==> src/rtl/mmio_uart_tx.sv <==
// Memory-mapped 8N1 UART transmitter snooping the data-memory store bus.
// Stores to TX_ADDR queue a byte in a small circular FIFO; the serialiser
// drains it LSB first, CLKS_PER_BIT clocks per bit, back-to-back when queued.
module mmio_uart_tx #(
    parameter logic [31:0] TX_ADDR      = 32'h0000_00F0,
    parameter logic [31:0] STATUS_ADDR  = 32'h0000_00F4,
    parameter int unsigned CLKS_PER_BIT = 4,
    parameter int unsigned FIFO_DEPTH   = 4
) (
    input  logic        clk,
    input  logic        reset,
    input  logic        dmem_write,
    input  logic [31:0] dmem_addr,
    input  logic [31:0] dmem_write_data,
    output logic        tx,
    output logic        tx_busy,
    output logic        fifo_empty,
    output logic        fifo_full,
    output logic        overflow,
    output logic [31:0] status
);

    localparam int unsigned BaudW = (CLKS_PER_BIT > 1) ? $clog2(CLKS_PER_BIT) : 1;
    localparam int unsigned PtrW  = (FIFO_DEPTH > 1) ? $clog2(FIFO_DEPTH) : 1;
    localparam int unsigned CntW  = $clog2(FIFO_DEPTH + 1);

    localparam logic [BaudW-1:0] BaudLast = BaudW'(CLKS_PER_BIT - 1);
    localparam logic [CntW-1:0]  CntFull  = CntW'(FIFO_DEPTH);

    typedef enum logic [1:0] {
        StIdle,
        StStart,
        StData,
        StStop
    } state_e;

    state_e            state_q;
    logic [BaudW-1:0]  baud_q;
    logic [2:0]        bit_idx_q;
    logic [7:0]        shift_q;
    logic              tx_q;

    logic [7:0]        mem_q [FIFO_DEPTH];
    logic [PtrW-1:0]   wr_ptr_q, wr_ptr_d;
    logic [PtrW-1:0]   rd_ptr_q, rd_ptr_d;
    logic [CntW-1:0]   count_q, count_d;
    logic              overflow_q, overflow_d;

    logic              baud_done;
    logic              fifo_nempty;
    logic              pop;
    logic              push_req;
    logic              push_ok;
    logic              drop;
    logic              clear_req;
    logic [7:0]        head;

    // Only the low byte of store data is ever consumed.
    logic              unused_data;
    assign unused_data = ^dmem_write_data[31:8];

    // Pop decisions and bus decode.
    always_comb begin
        baud_done   = (baud_q == BaudLast);
        fifo_nempty = (count_q != '0);
        head        = mem_q[rd_ptr_q];
        pop         = fifo_nempty &&
                      ((state_q == StIdle) || ((state_q == StStop) && baud_done));
        push_req    = dmem_write && (dmem_addr == TX_ADDR);
        // A full FIFO still accepts a push when the head leaves on the same edge.
        push_ok     = push_req && ((count_q != CntFull) || pop);
        drop        = push_req && !push_ok;
        clear_req   = dmem_write && (dmem_addr == STATUS_ADDR) && dmem_write_data[0];
    end

    // FIFO pointer, occupancy and sticky overflow next-state.
    always_comb begin
        wr_ptr_d   = push_ok ? wr_ptr_q + PtrW'(1) : wr_ptr_q;
        rd_ptr_d   = pop ? rd_ptr_q + PtrW'(1) : rd_ptr_q;
        count_d    = count_q;
        unique case ({push_ok, pop})
            2'b10:   count_d = count_q + CntW'(1);
            2'b01:   count_d = count_q - CntW'(1);
            default: count_d = count_q;
        endcase
        // A drop on the same edge as a clear leaves the flag set.
        overflow_d = overflow_q;
        if (clear_req) overflow_d = 1'b0;
        if (drop)      overflow_d = 1'b1;
    end

    // FIFO control state.
    always_ff @(posedge clk) begin
        if (reset) begin
            wr_ptr_q   <= '0;
            rd_ptr_q   <= '0;
            count_q    <= '0;
            overflow_q <= 1'b0;
        end else begin
            wr_ptr_q   <= wr_ptr_d;
            rd_ptr_q   <= rd_ptr_d;
            count_q    <= count_d;
            overflow_q <= overflow_d;
        end
    end

    // FIFO storage; contents are don't-care while count is zero.
    always_ff @(posedge clk) begin
        if (push_ok) begin
            mem_q[wr_ptr_q] <= dmem_write_data[7:0];
        end
    end

    // Serialiser FSM with registered line output.
    always_ff @(posedge clk) begin
        if (reset) begin
            state_q   <= StIdle;
            baud_q    <= '0;
            bit_idx_q <= '0;
            shift_q   <= '0;
            tx_q      <= 1'b1;
        end else begin
            case (state_q)
                StIdle: begin
                    baud_q <= '0;
                    if (pop) begin
                        shift_q <= head;
                        tx_q    <= 1'b0;
                        state_q <= StStart;
                    end
                end
                StStart: begin
                    if (baud_done) begin
                        baud_q    <= '0;
                        bit_idx_q <= '0;
                        tx_q      <= shift_q[0];
                        state_q   <= StData;
                    end else begin
                        baud_q <= baud_q + BaudW'(1);
                    end
                end
                StData: begin
                    if (baud_done) begin
                        baud_q <= '0;
                        if (bit_idx_q == 3'd7) begin
                            tx_q    <= 1'b1;
                            state_q <= StStop;
                        end else begin
                            shift_q   <= {1'b0, shift_q[7:1]};
                            tx_q      <= shift_q[1];
                            bit_idx_q <= bit_idx_q + 3'd1;
                        end
                    end else begin
                        baud_q <= baud_q + BaudW'(1);
                    end
                end
                StStop: begin
                    if (baud_done) begin
                        baud_q <= '0;
                        if (pop) begin
                            shift_q <= head;
                            tx_q    <= 1'b0;
                            state_q <= StStart;
                        end else begin
                            state_q <= StIdle;
                        end
                    end else begin
                        baud_q <= baud_q + BaudW'(1);
                    end
                end
                default: begin
                    baud_q  <= '0;
                    tx_q    <= 1'b1;
                    state_q <= StIdle;
                end
            endcase
        end
    end

    // Status outputs decoded from registers only.
    always_comb begin
        tx         = tx_q;
        tx_busy    = (state_q != StIdle);
        fifo_empty = (count_q == '0);
        fifo_full  = (count_q == CntFull);
        overflow   = overflow_q;
        status     = {28'b0, overflow_q, fifo_full, fifo_empty, tx_busy};
    end

endmodule
==> config.mk <==
export PLATFORM = sky130hd
export DESIGN_NAME = mmio_uart_tx
export DESIGN_NICKNAME = d
export VERILOG_FILES = /design/src/rtl/mmio_uart_tx.sv
export SDC_FILE = /design/constraint.sdc
export NUM_CORES = 1
export LEC_CHECK = 0
export CAP_MARGIN = 20
export CORE_MARGIN = 2
export CORE_UTILIZATION = 27
export DETAILED_ROUTE_END_ITERATION = 6
export HOLD_SLACK_MARGIN = 0.05
export SYNTH_ARGS = -nofsm -noshare
export SYNTH_HDL_FRONTEND = slang
export SYNTH_SLANG_ARGS = --single-unit
==> constraint.sdc <==
create_clock -name clk -period 3.42 [get_ports clk]
set_clock_uncertainty 0.2 [all_clocks]
set_input_delay 0.342 -clock clk [delete_from_list [all_inputs] [get_ports clk]]
set_output_delay 0.342 -clock clk [all_outputs]
set_load 0.05 [all_outputs]
==> impl.org <==
** Outcome
- The run finished with clean final reports.

** Min path
- Classification of the worst-slack hold path :: flop to flop

** Drt
- Post-detailed-routing wire length :: 5100 um
- The count of nets left with antenna violations once routing finished came out at 0.
- Number of vias per cell :: 4.15
- DRC marker count from the first detailed-route iteration :: 45
- The first detailed-routing pass ran for 4 iterations.
- After detailed routing, the number of remaining DRC violations is 0.
- The routed layout has 1778 vias.
- Wire length per cell after detailed routing :: 11.9 um

** Yosys
- For this run, the number of Yosys warnings is 0.
- By area, the combinational part of the netlist is dominated by simple AND/OR/NAND/NOR gates.
- Share of the synthesized netlist area taken by xor and xnor gates :: 0.896%
- Area fraction in compound gates after synthesis :: 4.99%
- Part of the Yosys area used for sequential elements :: 50.5%
- Multiplexer share of the synthesized area :: 13.5%
- Proportion of netlist area held by the largest area contributor :: 32.8%
- Avg Inst Size Synth :: 12.5 um^2
- Count of flip-flops with a built-in enable after synthesis :: 32
- After Yosys synthesis, and, or, nand and nor cells account for 13.8% of the synthesized area.
- Post-synthesis cell area :: 0.00293 mm^2
- Of the total synthesized cell area, the portion taken by full adders, half adders and majority gates is 5.80%.
- Synth Instances :: 234
- Most area-consuming cells after synthesis :: edfxtp_1 (33%), dfxtp_1 (18%), buf_4 (8.2%)
- Flip-flop and latch count after synthesis :: 58
- Among all flip-flop cells after synthesis, the most frequent one is edfxtp_1.
- Summed over all instances, the cell type with the most area after synthesis is edfxtp_1.
- Async S/R FF share, synth :: 0%
- In this run, distinct cell masters in the synthesized netlist total 47.

** Global route
- The number of antenna violations at the first check in global routing came to 0.
- Entering global routing, the biggest net connects 29 pins.
- The first global-routing pass estimated 8080 um of wire.
- For this run the aggregate overflow at the end of global routing stands at 0.
- Via count of the first global-routing pass :: 1691
- Global routing used 9.13% of the available tracks across all layers.

** Final layout
- Most frequent standard cell in the layout excluding fill and tap cells :: clkdlybuf4s50_1
- In the layout the commonest cells are clkdlybuf4s50_1 (51), edfxtp_1 (32), conb_1 (28), dfxtp_1 (26), nor2_1 (22).
- Area grow syn2layout :: 24.5%
- In the final layout, the share of cells above drive strength 1 is 16.0%.
- Finished Layout Cells :: 428
- Diodes inserted :: 0
- Fill cells in the final layout number 1061.
- Final layout net count :: 363

** STA
- Pins over their slew limit :: 0
- Final Hold Slack :: 0.248 ns
- The worst path uses 83.1% of the clock period.
- Setup ws final :: 0.579 ns
- In this run the tightest slew margin relative to its limit is 31.4%.
- Time the final worst path needs with I/O delays and setup :: 2.84 ns
- Setup violators final :: 0
- RSZ-0062 raised after global routing :: false
- Max Clock Freq :: 352 MHz
- Total count of hold-check failures in the final report :: 0
- For the pin with the worst max-slew slack, the measured transition is 1.03 ns.
- Setup total negative slack on the finished layout was measured at 0 ns.

** Critical path
- By startpoint and endpoint, the worst setup path is classified as input pin to flop.
- Data on the critical path is required at its endpoint by 3.44 ns.
- Largest fanout on the critical path :: 4
- The critical path goes through clkdlybuf4s50_1 > nor4_1 > nand4_2 > o31ai_1 > inv_1 > fa_1 > and2_1 > a2bb2oi_1 > mux2_1.
- STA classifies the critical path endpoint as a flop.
- Worst Setup Start Kind :: input pin
- In this design, the stage delay of the slowest critical-path cell is 0.42 ns.
- Endpoint arrival time on the critical path :: 2.86 ns
- The slowest stage of the critical path is the o31ai_1 cell.

** Clock network
- Clock tree synthesis found a total of 58 sinks.
- TritonCTS built the clock tree.
- After clock tree synthesis, the setup repair step added 0 buffers.
- Post-CTS Hold Buffers :: 0
- Inserted Clock Buffers :: 9
- Clock-pin slew was measured on the worst setup and hold paths at 0.07 ns.
- Number of gates resized after cts :: 0
- Clock insertion delay at the later pin of the skew report :: 0.33 ns
- No sink is reached through more buffers than the 2 on the longest clock path.
- CTS built an H-tree with a depth of 3.
- In this run the clock root is driven by a clkbuf_8.

** Place
- Detailed placement ended at an HPWL of 3770 um.
- Count of input and output buffers :: 51
- Routability-driven placement finished with a final weighted congestion of 0.743.
- Before CTS, the worst setup slack after placement is 0.252 ns.
- Cell total after placement :: 412

** Power and ir drop
- In this run the power density over the cells is 470 mW/mm^2.
- Total Power Consumption :: 1.72 mW
- Summed over all cells, the static leakage comes to 1.38 nW.
- VDD sags by at most 315 uV.

** Die
- The core region is 0.0107 mm^2.
- Die extent in x :: 108 um
- The die covers 0.0117 mm^2.
- # rows :: 38
- In this run the count of I/O pins placed on the die edge is 104.
- Initial standard-cell utilization of the core :: 27.4%
- The die is 108 um tall.

** Job
- Max-cap violations in this run came to 0.
==> synth_stat cells (all sizes together) (2+ instances only) <==
| cell type | count |
|---|---|
| mux2 | 9 |
| nor2 | 22 |
| buf | 36 |
| o21bai | 2 |
| a21oi | 5 |
| and2 | 6 |
| o21ai | 3 |
| dfxtp | 26 |
| nand2b | 2 |
| clkbuf | 4 |
| nor2b | 5 |
| o31ai | 2 |
| inv | 8 |
| nor3 | 2 |
| a22oi | 3 |
| nand4 | 2 |
| nor4b | 2 |
| ha | 12 |
| nor4 | 8 |
| xnor2 | 2 |
| nor3b | 2 |
| edfxtp | 32 |
| mux4 | 8 |
| mux2i | 11 |
| nand2 | 6 |
==> per-stage QoR <==
stage / instance area, um^2 / utilization, %
finish: 3650 / 34.1
CTS: 3650 / 34.1
detailed placement: 3450 / 32.2
global route: 3650 / 34.1
global placement: 3450 / 32.2
floorplan: 3040 / -
==> final cells by class <==
type	count	area, um^2	share of cell area [%]
well taps	140	175	4.80
inverters	8	30.0	0.822
repair buffers	51	510	14.0
multi-input cells	155	1250	34.3
clock inverters	7	77.6	2.12
flip-flops and latches	58	1480	40.6
clock buffers	9	124	3.39
==> cells by family (layout without fill, tap and decap cells) <==
family | Yosys count | after routing
buf+inv | 48 | 75
compound gates | 21 | 21
fa+ha+maj | 13 | 13
other cells | 1 | 28
simple gates | 62 | 62
flops | 58 | 58
mux | 28 | 28
xor+xnor | 3 | 3
==> worst max-delay path, delay by kind of cell <==
kind | cells | cell delay [ns]
buffers and inverters | 2 | 0.50
AOI/OAI and AO/OA | 2 | 0.56
and+or+nand+nor | 3 | 0.72
muxes | 1 | 0.33
adders and majority gates | 1 | 0.40
==> routing by layer <==
layer / wire (um) / global-route usage, % / up-vias / share of wire [%]
met5: 0 / 0 / - / 0
met4: 55 / 3.57 / 0 / 1.1
met3: 235 / 3.38 / 5 / 4.6
met2: 2540 / 15.1 / 47 / 50
met1: 2270 / 10.7 / 846 / 44
li1: - / - / 880 / -
==> final timing paths <==
path	from	to	slack, ns	depth (start not counted)
max	dmem_addr[13]	count_q[2]	0.58	9
min	baud_q[0]	baud_q[0]	0.25	1
max reg2reg	state_q[1]	count_q[2]	0.68	10
min reg2reg	baud_q[0]	baud_q[0]	0.25	1
==> state kept, by name (all words and copies together), names as in the netlist, named ones only <==
register   flops
bit_idx_q      3
overflow       1
count_q        3
tx             1
rd_ptr_q       2
mem_q         32
baud_q         2
wr_ptr_q       2
shift_q        8
state_q        2
==> report_power, final <==
group          switching [mW]  leakage (nW)  internal (mW)  total (mW)
clock network           0.287        0.0998          0.341       0.628
registers             0.00981         0.497          0.747       0.757
logic                   0.213         0.781          0.119       0.332
No activity file was read; power rests on OpenSTA's default activity.
